$ cat src/rtl/fp_mul_mantissa_seq_pkg.sv
// Shared binary32 definitions for the step-1 FP multiplier stage.
package fp_mul_mantissa_seq_pkg;

  localparam int EXP_W  = 8;
  localparam int FRAC_W = 23;
  localparam int MANT_W = 24;

  typedef struct packed {
    logic              sign;
    logic [EXP_W-1:0]  exp;
    logic [FRAC_W-1:0] frac;
  } fp32_t;

  typedef enum logic [1:0] {
    IDLE = 2'd0,
    MUL  = 2'd1,
    DONE = 2'd2
  } state_e;

  // Denormals keep a hidden 0 and are not pre-normalised.
  function automatic logic [MANT_W-1:0] significand(input fp32_t x);
    return {|x.exp, x.frac};
  endfunction

  function automatic logic is_zero(input fp32_t x);
    return (x.exp == '0) && (x.frac == '0);
  endfunction

endpackage

$ cat src/rtl/fp_mul_mantissa_seq_if.sv
// Request/result bundle between the step-1 multiplier and its neighbours.
interface fp_mul_mantissa_seq_if;
  import fp_mul_mantissa_seq_pkg::*;

  logic              start;
  fp32_t             op1;
  fp32_t             op2;
  logic              busy;
  logic              done;
  logic              sign1;
  logic              sign2;
  logic [EXP_W-1:0]  exp1;
  logic [EXP_W-1:0]  exp2;
  logic              carry;
  logic [FRAC_W-1:0] mant_out;
  logic              guard;
  logic              sticky;
  logic              zero;

  modport master (
    output start, op1, op2,
    input  busy, done, sign1, sign2, exp1, exp2, carry, mant_out, guard, sticky, zero
  );

  modport slave (
    input  start, op1, op2,
    output busy, done, sign1, sign2, exp1, exp2, carry, mant_out, guard, sticky, zero
  );

endinterface

$ cat src/rtl/fp_mul_mantissa_seq_mant_shift_add_unit.sv
// One shift-add step: add multiplicand x low BPC multiplier bits into the
// upper accumulator half, then shift the whole accumulator right by BPC.
module fp_mul_mantissa_seq_mant_shift_add_unit #(
  parameter int MANT_W = fp_mul_mantissa_seq_pkg::MANT_W,
  parameter int BPC    = 1
) (
  input  logic [MANT_W-1:0]   i_mcand,
  input  logic [BPC-1:0]      i_mbits,
  input  logic [2*MANT_W-1:0] i_acc,
  output logic [2*MANT_W-1:0] o_acc
);

  localparam int ACC_W = 2 * MANT_W;
  localparam int SUM_W = MANT_W + BPC;

  logic [SUM_W-1:0]       w_pp;
  logic [SUM_W-1:0]       w_sum;
  logic [ACC_W+BPC-1:0]   w_wide;

  // The upper half stays below the multiplicand, so SUM_W bits never overflow.
  always_comb begin
    w_pp   = SUM_W'(i_mcand) * SUM_W'(i_mbits);
    w_sum  = SUM_W'(i_acc[ACC_W-1:MANT_W]) + w_pp;
    w_wide = {w_sum, i_acc[MANT_W-1:0]};
    o_acc  = ACC_W'(w_wide >> BPC);
  end

endmodule

$ cat src/rtl/fp_mul_mantissa_seq.sv
// Step-1 FP multiplier: unpacks two binary32 operands, multiplies significands
// iteratively and presents the normalised fraction with guard/sticky/carry.
module fp_mul_mantissa_seq #(
  parameter int MANT_W = 24,
  parameter int BPC    = 1
) (
  input logic                  CLK,
  input logic                  RST,
  fp_mul_mantissa_seq_if.slave bus
);
  import fp_mul_mantissa_seq_pkg::*;

  localparam int ACC_W = 2 * MANT_W;
  localparam int NSTEP = MANT_W / BPC;
  localparam int CNT_W = (NSTEP > 1) ? $clog2(NSTEP) : 1;

  localparam logic [1:0] S_IDLE = 2'(IDLE);
  localparam logic [1:0] S_MUL  = 2'(MUL);
  localparam logic [1:0] S_DONE = 2'(DONE);

  logic [1:0]        r_state;
  logic [CNT_W-1:0]  r_cnt;
  logic [ACC_W-1:0]  r_acc;
  logic [MANT_W-1:0] r_mcand;
  logic [MANT_W-1:0] r_mplier;
  logic              r_sign1;
  logic              r_sign2;
  logic [EXP_W-1:0]  r_exp1;
  logic [EXP_W-1:0]  r_exp2;
  logic              r_zero;
  logic              r_carry;
  logic [FRAC_W-1:0] r_mant;
  logic              r_guard;
  logic              r_sticky;

  logic [ACC_W-1:0]  w_acc_next;
  logic              w_carry;
  logic [FRAC_W-1:0] w_mant;
  logic              w_guard;
  logic              w_sticky;

  fp_mul_mantissa_seq_mant_shift_add_unit #(
    .MANT_W (MANT_W),
    .BPC    (BPC)
  ) u_mant_shift_add_unit (
    .i_mcand (r_mcand),
    .i_mbits (r_mplier[BPC-1:0]),
    .i_acc   (r_acc),
    .o_acc   (w_acc_next)
  );

  // Normalise straight off the final step so results land with the DONE state.
  always_comb begin
    w_carry  = w_acc_next[ACC_W-1];
    w_mant   = w_acc_next[ACC_W-3 -: FRAC_W];
    w_guard  = w_acc_next[MANT_W-2];
    w_sticky = |w_acc_next[MANT_W-3:0];
    if (w_carry) begin
      w_mant   = w_acc_next[ACC_W-2 -: FRAC_W];
      w_guard  = w_acc_next[MANT_W-1];
      w_sticky = |w_acc_next[MANT_W-2:0];
    end
  end

  always_ff @(posedge CLK) begin
    if (RST) begin
      r_state  <= S_IDLE;
      r_cnt    <= '0;
      r_acc    <= '0;
      r_mcand  <= '0;
      r_mplier <= '0;
      r_sign1  <= 1'b0;
      r_sign2  <= 1'b0;
      r_exp1   <= '0;
      r_exp2   <= '0;
      r_zero   <= 1'b0;
      r_carry  <= 1'b0;
      r_mant   <= '0;
      r_guard  <= 1'b0;
      r_sticky <= 1'b0;
    end else begin
      case (r_state)
        S_IDLE: begin
          if (bus.start) begin
            r_sign1  <= bus.op1.sign;
            r_sign2  <= bus.op2.sign;
            r_exp1   <= bus.op1.exp;
            r_exp2   <= bus.op2.exp;
            r_zero   <= is_zero(bus.op1) | is_zero(bus.op2);
            r_mcand  <= significand(bus.op1);
            r_mplier <= significand(bus.op2);
            r_acc    <= '0;
            r_cnt    <= '0;
            r_state  <= S_MUL;
          end
        end
        S_MUL: begin
          r_acc    <= w_acc_next;
          r_mplier <= r_mplier >> BPC;
          r_cnt    <= r_cnt + CNT_W'(1);
          if (r_cnt == CNT_W'(NSTEP - 1)) begin
            r_carry  <= w_carry;
            r_mant   <= w_mant;
            r_guard  <= w_guard;
            r_sticky <= w_sticky;
            r_state  <= S_DONE;
          end
        end
        S_DONE:  r_state <= S_IDLE;
        default: r_state <= S_IDLE;
      endcase
    end
  end

  assign bus.busy     = (r_state != S_IDLE);
  assign bus.done     = (r_state == S_DONE);
  assign bus.sign1    = r_sign1;
  assign bus.sign2    = r_sign2;
  assign bus.exp1     = r_exp1;
  assign bus.exp2     = r_exp2;
  assign bus.zero     = r_zero;
  assign bus.carry    = r_carry;
  assign bus.mant_out = r_mant;
  assign bus.guard    = r_guard;
  assign bus.sticky   = r_sticky;

endmodule

$ cat src/flat_wrapper.sv
// flat-port wrapper written by rule: the top's interface ports become plain ports
module fp_mul_mantissa_seq_flat import fp_mul_mantissa_seq_pkg::*;
#(
  parameter int MANT_W = 24,
  parameter int BPC    = 1
)
  (CLK, RST, bus_start, bus_op1, bus_op2, bus_busy, bus_done, bus_sign1, bus_sign2, bus_exp1, bus_exp2, bus_carry, bus_mant_out, bus_guard, bus_sticky, bus_zero);
  fp_mul_mantissa_seq_if bus_i ();
  input logic CLK;
  input logic RST;
  input wire logic [$bits(bus_i.start)-1:0] bus_start;
  input wire logic [$bits(bus_i.op1)-1:0] bus_op1;
  input wire logic [$bits(bus_i.op2)-1:0] bus_op2;
  output wire logic [$bits(bus_i.busy)-1:0] bus_busy;
  output wire logic [$bits(bus_i.done)-1:0] bus_done;
  output wire logic [$bits(bus_i.sign1)-1:0] bus_sign1;
  output wire logic [$bits(bus_i.sign2)-1:0] bus_sign2;
  output wire logic [$bits(bus_i.exp1)-1:0] bus_exp1;
  output wire logic [$bits(bus_i.exp2)-1:0] bus_exp2;
  output wire logic [$bits(bus_i.carry)-1:0] bus_carry;
  output wire logic [$bits(bus_i.mant_out)-1:0] bus_mant_out;
  output wire logic [$bits(bus_i.guard)-1:0] bus_guard;
  output wire logic [$bits(bus_i.sticky)-1:0] bus_sticky;
  output wire logic [$bits(bus_i.zero)-1:0] bus_zero;
  assign bus_i.start = bus_start;
  assign bus_i.op1 = bus_op1;
  assign bus_i.op2 = bus_op2;
  assign bus_busy = bus_i.busy;
  assign bus_done = bus_i.done;
  assign bus_sign1 = bus_i.sign1;
  assign bus_sign2 = bus_i.sign2;
  assign bus_exp1 = bus_i.exp1;
  assign bus_exp2 = bus_i.exp2;
  assign bus_carry = bus_i.carry;
  assign bus_mant_out = bus_i.mant_out;
  assign bus_guard = bus_i.guard;
  assign bus_sticky = bus_i.sticky;
  assign bus_zero = bus_i.zero;
  fp_mul_mantissa_seq #(.MANT_W(MANT_W), .BPC(BPC)) u_core (.CLK(CLK), .RST(RST), .bus(bus_i));
endmodule
$ cat config.mk
export PLATFORM = sky130hd
export DESIGN_NAME = fp_mul_mantissa_seq_flat
export DESIGN_NICKNAME = d
export VERILOG_FILES = /design/src/rtl/fp_mul_mantissa_seq_pkg.sv /design/src/rtl/fp_mul_mantissa_seq_if.sv /design/src/rtl/fp_mul_mantissa_seq_mant_shift_add_unit.sv /design/src/rtl/fp_mul_mantissa_seq.sv /design/src/flat_wrapper.sv
export SDC_FILE = /design/constraint.sdc
export NUM_CORES = 1
export LEC_CHECK = 0
export ABC_AREA = 1
export ABC_CLOCK_PERIOD_IN_PS = 5100
export CAP_MARGIN = 20
export CORE_MARGIN = 2
export CORE_UTILIZATION = 50
export CTS_CLUSTER_DIAMETER = 120
export DETAILED_ROUTE_END_ITERATION = 8
export PLACE_DENSITY = 0.74
export SLEW_MARGIN = 25
export SYNTH_ARGS = -nofsm -noshare
export SYNTH_HDL_FRONTEND = slang
export SYNTH_SLANG_ARGS = --single-unit
$ cat constraint.sdc
create_clock -name CLK -period 5.1 [get_ports CLK]
set_input_delay 0.51 -clock CLK [delete_from_list [all_inputs] [get_ports CLK]]
set_output_delay 0.51 -clock CLK [all_outputs]
set_load 0.1 [all_outputs]
==> results.txt, run 1 <==
- Setup repair after global routing left no endpoint under its margin.
- Traced cell by cell, the critical path runs through nand2_1 -> inv_1 -> ha_1 -> inv_1 -> fa_1 -> inv_1 -> nand2_1 -> nand2_1 -> nand3_1 -> nand2_2 -> nand2_1 -> nand3_2 -> nand2_2 -> clkinv_2 -> nand2_1 -> a31oi_1.
- Run status: complete, no violations
- In the finished design, the share of the clock period the worst path needs comes to ~64%.
- Worst setup slack for register-to-register paths: about 1.8 ns
- In this design, the critical path's most frequently occurring cell is nand2_1.
- The library cell used most frequently in the layout, excluding fill and tap cells, is nand2_1.
- The floorplan step defined a core boundary enclosing 0.0152 mm2.
- Counting buffers and inverters, the worst setup path is 16 cells deep.
* First-pass GRT wire length: 35.1 mm
* Fraction of final layout cells with drive strength greater than 1: 4.49%
- The tree is rooted in a clkbuf_16.
* TritonCTS Buffers: 17
- Setup violations remaining at the end of the flow were counted as 0.
- Final Critical Period: around 3.3 ns
* Detailed Route Iter0 Violations: about 490
- Highest-count cells in the layout ignoring fill and taps: 435 x nand2_1, 147 x dfxtp_1, 139 x inv_1, 123 x nor2_1, 112 x clkdlybuf4s50_1
- Number of enable-type register cells in the synthesized netlist: 0
- Overall power consumption after layout is estimated at 2.85 mW.
- The tree built by TritonCTS fans out to roughly 150 sinks.
- Nets in the synthesized netlist: 1,311
- Total count of hold-check failures in the final report: 0
- The cell area that synthesis handed to floorplanning was 0.00777 mm2.
- The endpoint identified for the worst register-to-register timing path is u_core.bus.mant_out[8].
- Post-CTS resize count: 0
- In this run the mean area of a mapped cell was 6.38 um2.
- Type of the most critical hold path: reg2reg
- Kind of critical path: reg2reg
- The count of nets left with antenna violations once routing finished came out at 0.
- CP startpoint: u_core.r_mplier[0]
- Average via count per standard cell: 5.22
* Count of pins on the block boundary: 114
- During placement, the flow inserted port buffers numbering 113.
* DIE WIDTH: 129 um
- Clock Skews: 0.00664 ns
* Unique cell type count in the Yosys netlist: 35
- The worst-case IR drop observed on VDD is 0.237 mV.
* Post-detailed-route DRC marker count: 0
* Setup total negative slack: 0 ns
- For the worst-skew pair, the clock arrives at the later sink with an insertion delay of 0.42 ns.
- Synthesized instance count: 1,218
- Cell accounting for the most synthesized area: dfxtp_1
- The analysis attributes to cell leakage a power of 4.41 nW.
- Setup bufs post-CTS: 0
* # hold bufs at CTS: 0
* Largest stage delay on the critical path: between 0.9 and 1 ns
- Remaining global-route overflow: 0
- Fmax: 307 MHz
- Measured in cells, the most critical reg-to-reg path has a length of 16.
- Placer congestion estimate: 0.976
- During synthesis, Yosys emitted a total of 0 warnings.
- FILL cells: around 1,400
- Data required, critical path: 5.44 ns
* Reg-to-Reg Start: u_core.r_mplier[0]
- The H-tree generated during clock tree synthesis spans 4 levels.
- The max-slew violation count was 0.
- Average wire per standard cell: 14.1 um
- Yosys attributes the largest share of cell area to dfxtp_1 38%, nand2_1 21%, inv_1 6.8%.
* Final Non-Filler Cells: 1,504
- CP delay by family, top: flip-flops
* Die Span Y: between 100 and 150 um
* Sequential fraction of the synthesis area: roughly 38%
* Most used flip-flop cell after synthesis: dfxtp_1
- Crit path max fanout: 25
* Power per cell area: 300 mW/mm2
* Measured slew at the worst slew-check pin: 1.01 ns
- The first detailed-routing pass ran for 5 iterations.
* Initial antenna violation count: 1
- NumNets Final: between 1,000 and 1,500
- Entering global routing, the biggest net connects between 80 and 90 pins.
- The worst setup path is captured at a flop.
- Clock slew at reported path FFs: 0.06 ns
* Capturing instance or port of the critical path: u_core.bus.mant_out[8]
- Across the run, the number of max-cap violations was 0.
* Worst Setup Start Kind: flop
- Synthesis inferred 147 register bits.
- Summing over every cut layer, the via total after detailed routing is slightly below 8,000.
* Maximum clock insertion buffer count: 2
- Number of global-route vias before repair: 7,272
* Aggregate routed wire length: 21.3 mm
- Measured against its own limit, the worst slew margin works out to 32.3%.
* Overall global routing resource usage: 26.6%
* Growth of design area from synthesis to finish: 22.6%
- Starting utilization of the core area: 51.1%
- After synthesis, the share of flip-flops with an asynchronous set or reset is 0%.
* Data arrival, critical path: 3.60 ns
- Placed insts: 1,471
* Number of buffer and inverter stages on the critical path: 4
- Slowest cell on the critical path: dfxtp_1
* Overall die area: 0.0166 mm2
- Once detailed placement completed, the half-perimeter wirelength came to 15.2 mm.
- Core Rows: 45
* Post-synth top area share: 37.9%
- TritonCTS built the clock tree.
[synthesized netlist by cell type (4+ instances only)]
cell / instances
inv_1: 140
dfxtp_1: 147
nor2_1: 123
nor2_2: 4
a31oi_1: 35
nand2_2: 7
buf_6: 4
xor2_1: 9
o21ai_0: 72
ha_1: 25
a21oi_1: 70
nand4_1: 15
clkbuf_1: 41
nand3_1: 44
buf_1: 5
nand2_1: 435
nor4_1: 13
[state kept, by name, indices dropped and copies added (netlist names)]
name and count:
u_core.r_acc 47, u_core.bus.mant_out 23, u_core.bus.guard 1, u_core.bus.sticky 1, u_core.bus.zero 1, u_core.r_cnt 5
u_core.bus.carry 1, u_core.r_mplier 24, u_core.r_mcand 24, u_core.r_state 2, u_core.bus.sign1 1, u_core.bus.exp2 8
u_core.bus.exp1 8, u_core.bus.sign2 1
[cell families (layout without fill, tap and decap cells)]
kind of cell	count (synthesis)	in the layout	synth area share, %
other cells	0	1	0
fa+ha+maj	26	26	4.28
compound gates	181	181	12.4
xor+xnor	11	11	1.24
buf+inv	198	295	10.0
flops	147	147	37.9
simple gates	655	655	34.3
[layer usage]
layer	GRT usage [%]	wire (um)	up-vias
met5	0	0	-
met4	10.8	694	0
met3	5.86	1230	48
met2	44.1	9980	219
met1	33.8	9370	3561
li1	-	-	4023
[cell type report]
cell class	count	area, um2	share of cell area (%)
inverters	145	548	5.75
clock buffers	20	457	4.79
repair buffers	118	1160	12.2
well taps	188	235	2.47
flip-flops and latches	147	2940	30.9
multi-input cells	873	4060	42.6
diodes	1	2.50	0.0263
clock inverters	12	121	1.27
[worst min-delay path, stage by stage, from the launching register on]
cell and delay (ns):
dfxtp_1 0.31, nand2_1 0.06, a21oi_1 0.05
[per-stage QoR]
stage	setup WS (ns)	hold slack (ns)	util [%]	area (um2)
5_1_grt	1.56	0.495	62.7	9530
3_5_place_dp	1.86	0.457	58.9	8950
3_3_place_gp	1.98	0.452	58.8	8940
4_1_cts	1.83	0.473	62.7	9530
2_1_floorplan	2.75	0.441	-	7770
6_report	1.84	0.471	62.7	9530
[where the power goes]
| part | switching (mW) | total, mW | internal [mW] |
|---|---|---|---|
| clock | 0.510 | 1.22 | 0.706 |
| combinational | 0.272 | 0.400 | 0.128 |
| sequential | 0.0355 | 1.24 | 1.20 |
[worst min-delay path by stage]
stage	from	endpoint	depth (start not counted)
floorplan	u_core.r_acc[1]	u_core.r_acc[1]	2
global placement	u_core.r_acc[1]	u_core.r_acc[1]	2
detailed placement	u_core.r_acc[1]	u_core.r_acc[1]	2
CTS	u_core.r_acc[40]	u_core.r_acc[40]	2
global route	u_core.r_acc[1]	u_core.r_acc[1]	2
finish	u_core.r_acc[27]	u_core.r_acc[27]	2
Note: power is estimated with default switching activity, not from simulation.
==> inputs of run 2 (changes only) <==
--- a/config.mk
+++ b/config.mk
@@ -6,13 +6,13 @@
 export NUM_CORES = 1
 export LEC_CHECK = 0
 export ABC_AREA = 1
-export ABC_CLOCK_PERIOD_IN_PS = 5100
+export ABC_CLOCK_PERIOD_IN_PS = 2900
 export CAP_MARGIN = 20
 export CORE_MARGIN = 2
 export CORE_UTILIZATION = 50
 export CTS_CLUSTER_DIAMETER = 120
 export DETAILED_ROUTE_END_ITERATION = 8
-export PLACE_DENSITY = 0.74
+export PLACE_DENSITY = 0.77
 export SLEW_MARGIN = 25
 export SYNTH_ARGS = -nofsm -noshare
 export SYNTH_HDL_FRONTEND = slang
==> constraint.sdc (replaced) <==
create_clock -name CLK -period 2.9 [get_ports CLK]
set_input_delay 0.29 -clock CLK [delete_from_list [all_inputs] [get_ports CLK]]
set_output_delay 0.29 -clock CLK [all_outputs]
set_load 0.1 [all_outputs]
==> results.txt, run 2 (synthesis gave the netlist of run 1 again) <==
- The flow ran to the end, and the final reports show no timing, DRC or antenna violations.
* Measured slew at the worst slew-check pin: 0.820 ns
- The H-tree was split into 4 levels.
* Clock root buffer: clkbuf_16
- Type of the most critical hold path: in2reg
- Average wire per standard cell: about 14 um
- Insertion delay of the later-clocked pin in the worst-skew pair: roughly 0.43 ns
- The clock passes through at most 2 buffers.
* Power per cell area: 555 mW/mm2
* Aggregate routed wire length: 21.8 mm
* Post-DP HPWL: 15.3 mm
- Routability-driven placement finished with a final weighted congestion of about 1.
* TritonCTS Buffers: 17
- FILL cells: 1,404
- Kind of capture point of the worst setup path: flop
- Fmax: approximately 380 MHz
- NumNets Final: roughly 1,400
- The largest single stage delay on the critical path is 0.40 ns.
- Slowest cell on the critical path: fa_1
* Overall die area: 0.0166 mm2
* Fraction of final layout cells with drive strength greater than 1: under 10%
- Post-route antenna net violation count: 0
* Clock slew at reported path FFs: 0.07 ns
- Diodes inserted: 0
- For hold timing, the worst endpoint is u_core.r_mcand[20].
- Via count: 7,933
* Fraction of the cycle the final worst path needs: 90.8%
- Core Rows: 45
* Crit path max fanout: 17
- Highest-count cells in the layout ignoring fill and taps: 435 x nand2_1, 146 x dfxtp_1, 139 x inv_1, 123 x nor2_1, 72 x o21ai_0
- At the worst endpoint, the required time is 3.19 ns.
- Die Span Y: 129 um
* Core occupancy in the finished layout: 62.8%
- For the worst setup path, the data arrival time is 2.92 ns.
- The count of buffers added on input and output ports is 113.
- The register with the most flip-flops in the final layout is u_core.r_acc.
* P_leak: between 4 and 5 nW
- Setup repair after global routing left no endpoint under its margin.
- The first global-routing pass estimated 35.8 mm of wire.
- Final count of pins violating max slew: 0
- The number of global-route vias before repair was 7,390.
- The worst setup path is launched from a flop.
- After floorplanning, the core was sized to cover 0.0152 mm2.
* Setup total negative slack: 0 ns
* Total setup violations reported at the end of the flow: 0
* Worst IR drop on VDD: 0.437 mV
* Launch point of the worst hold path: bus_op1[20]
- Global routing consumed, over all layers together, between 20% and 30% of the routing resources.
- In this run the tightest slew margin relative to its limit is 45.3%.
* CTS tree: yes
- MaxCap Viol Count: 0
- The first detailed-routing pass took 9 iterations.
- The worst hold path was traced through 3 stages.
- Count of pins on the block boundary: 114
- Measured in cells, the most critical reg-to-reg path has a length of 19.
- After global routing the overflow that remains totals 0.
- Total clock sinks: 147
- Clock Skews: 0.00850 ns
* Reg-to-Reg End: u_core.bus.mant_out[12]
* Largest registers ranked by flip-flop count: u_core.r_acc x47, u_core.r_mcand x24, u_core.r_mplier x24
- After detailed routing, the number of vias per cell comes to 5.26.
* Initial antenna violation count: 0
* Final Critical Period: 2.63 ns
- The register with the most flip-flops in the layout has 47 of them.
- Broken down by cell family, the worst path's largest delay share belongs to simple AND/OR/NAND/NOR gates.
- Worst setup slack for register-to-register paths: roughly 0.27 ns
* Detailed Route Iter0 Violations: 526
- Kind of critical path: reg2reg
- In this run the critical register-to-register path is launched from u_core.r_mplier[0].
- Walking the worst path, the cells encountered are buf_12 -> nand2_1 -> inv_1 -> ha_1 -> inv_1 -> fa_1 -> inv_1 -> nand2_1 -> nand2_1 -> nand3_1 -> nand2_2 -> nand2_1 -> nand3_2 -> nor2_4 -> buf_12 -> nand2_1 -> nand2_1 -> nor2_1 -> nor2_1.
* Worst hold margin: between 0.4 and 0.5 ns
* Number of buffer and inverter stages on the critical path: 5
- Starting utilization of the core area: 51.1%
* DIE WIDTH: around 130 um
- The final number of hold-violating endpoints was 0.
* CP most frequent cell: nand2_1
* Commonest non-fill, non-tap cell in the layout: nand2_1
- The area growth from synthesis to layout is 22.9%.
* Pin count of the biggest net entering global routing: 82
- Post-detailed-route DRC marker count: 0
## run 2: changes by cell type in the layout (fill, tap and decap cells not counted), sizes merged, moves of 3 or more
cell | before | now
buf | 6 | 57
clkdlybuf4s50 | 112 | 65
clkinv | 5 | 1
inv | 148 | 152
bufinv | 1 | 4
clkinvlp | 3 | 0
## run 2: layout make-up
class | instances | area [um2] | share of cell area, %
clock inverters | 12 | 194 | 2.03
inverters | 145 | 549 | 5.75
well taps | 188 | 235 | 2.46
repair buffers | 123 | 1130 | 11.8
multi-input cells | 873 | 4060 | 42.5
flip-flops and latches | 147 | 2950 | 30.8
clock buffers | 19 | 443 | 4.64
## run 2: worst max path at each step
stage	from	endpoint	slack, ns	cells after the start
floorplan	u_core.r_mplier[0]	u_core.bus.mant_out[11]	0.55	17
global placement	u_core.r_mplier[0]	u_core.bus.mant_out[13]	0.39	19
detailed placement	u_core.r_mplier[0]	u_core.bus.mant_out[21]	0.26	19
CTS	u_core.r_mplier[0]	u_core.bus.mant_out[21]	0.24	19
global route	u_core.r_mplier[0]	u_core.bus.mant_out[12]	0.009	19
finish	u_core.r_mplier[0]	u_core.bus.mant_out[12]	0.27	19
## run 2: power breakdown
group	internal [mW]	total, mW	leakage [nW]	switching, mW
combinational	0.231	0.728	3.06	0.497
clock	1.49	2.40	0.315	0.914
sequential	2.11	2.17	1.20	0.0549
## run 2: timing repair
| action | CTS | global route |
|---|---|---|
| setup buffers | 0 | 0 |
| gates resized for setup | 0 | 4 |
| hold buffers | 0 | 0 |
| endpoints found under the setup margin | 0 | 14 |
## run 2: worst reg2reg max path, cell delays in order, from the launching register on
cell and delay [ns]:
dfxtp_4 0.39, buf_12 0.15, nand2_1 0.06, inv_1 0.05
ha_1 0.18, inv_1 0.07, fa_1 0.40, inv_1 0.11
nand2_1 0.05, nand2_1 0.07, nand3_1 0.08, nand2_2 0.12
nand2_1 0.08, nand3_2 0.14, nor2_4 0.09, buf_12 0.19
nand2_1 0.07, nand2_1 0.05, nor2_1 0.09, nor2_1 0.05
## run 2: per-layer routing
layer / vias to the layer above / part of all wire, % / routed length, um / global-route usage, %
li1: 4031 / - / - / -
met5: - / 0 / 0 / 0
met4: 0 / 2.0 / 440 / 8.44
met3: 32 / 6.1 / 1340 / 5.41
met2: 219 / 49 / 10700 / 46.2
met1: 3651 / 43 / 9320 / 34.2
## run 2: metrics by stage
stage	power (mW)	cells	worst slack, ns	area (um2)
final	5.30	1507	0.266	9550
after floorplan	2.67	1218	0.554	7770
after global routing	5.48	1507	0.00854	9550
after global placement	2.91	1475	0.388	8880
after detailed placement	2.92	1475	0.264	8880
after CTS	5.31	1506	0.243	9520
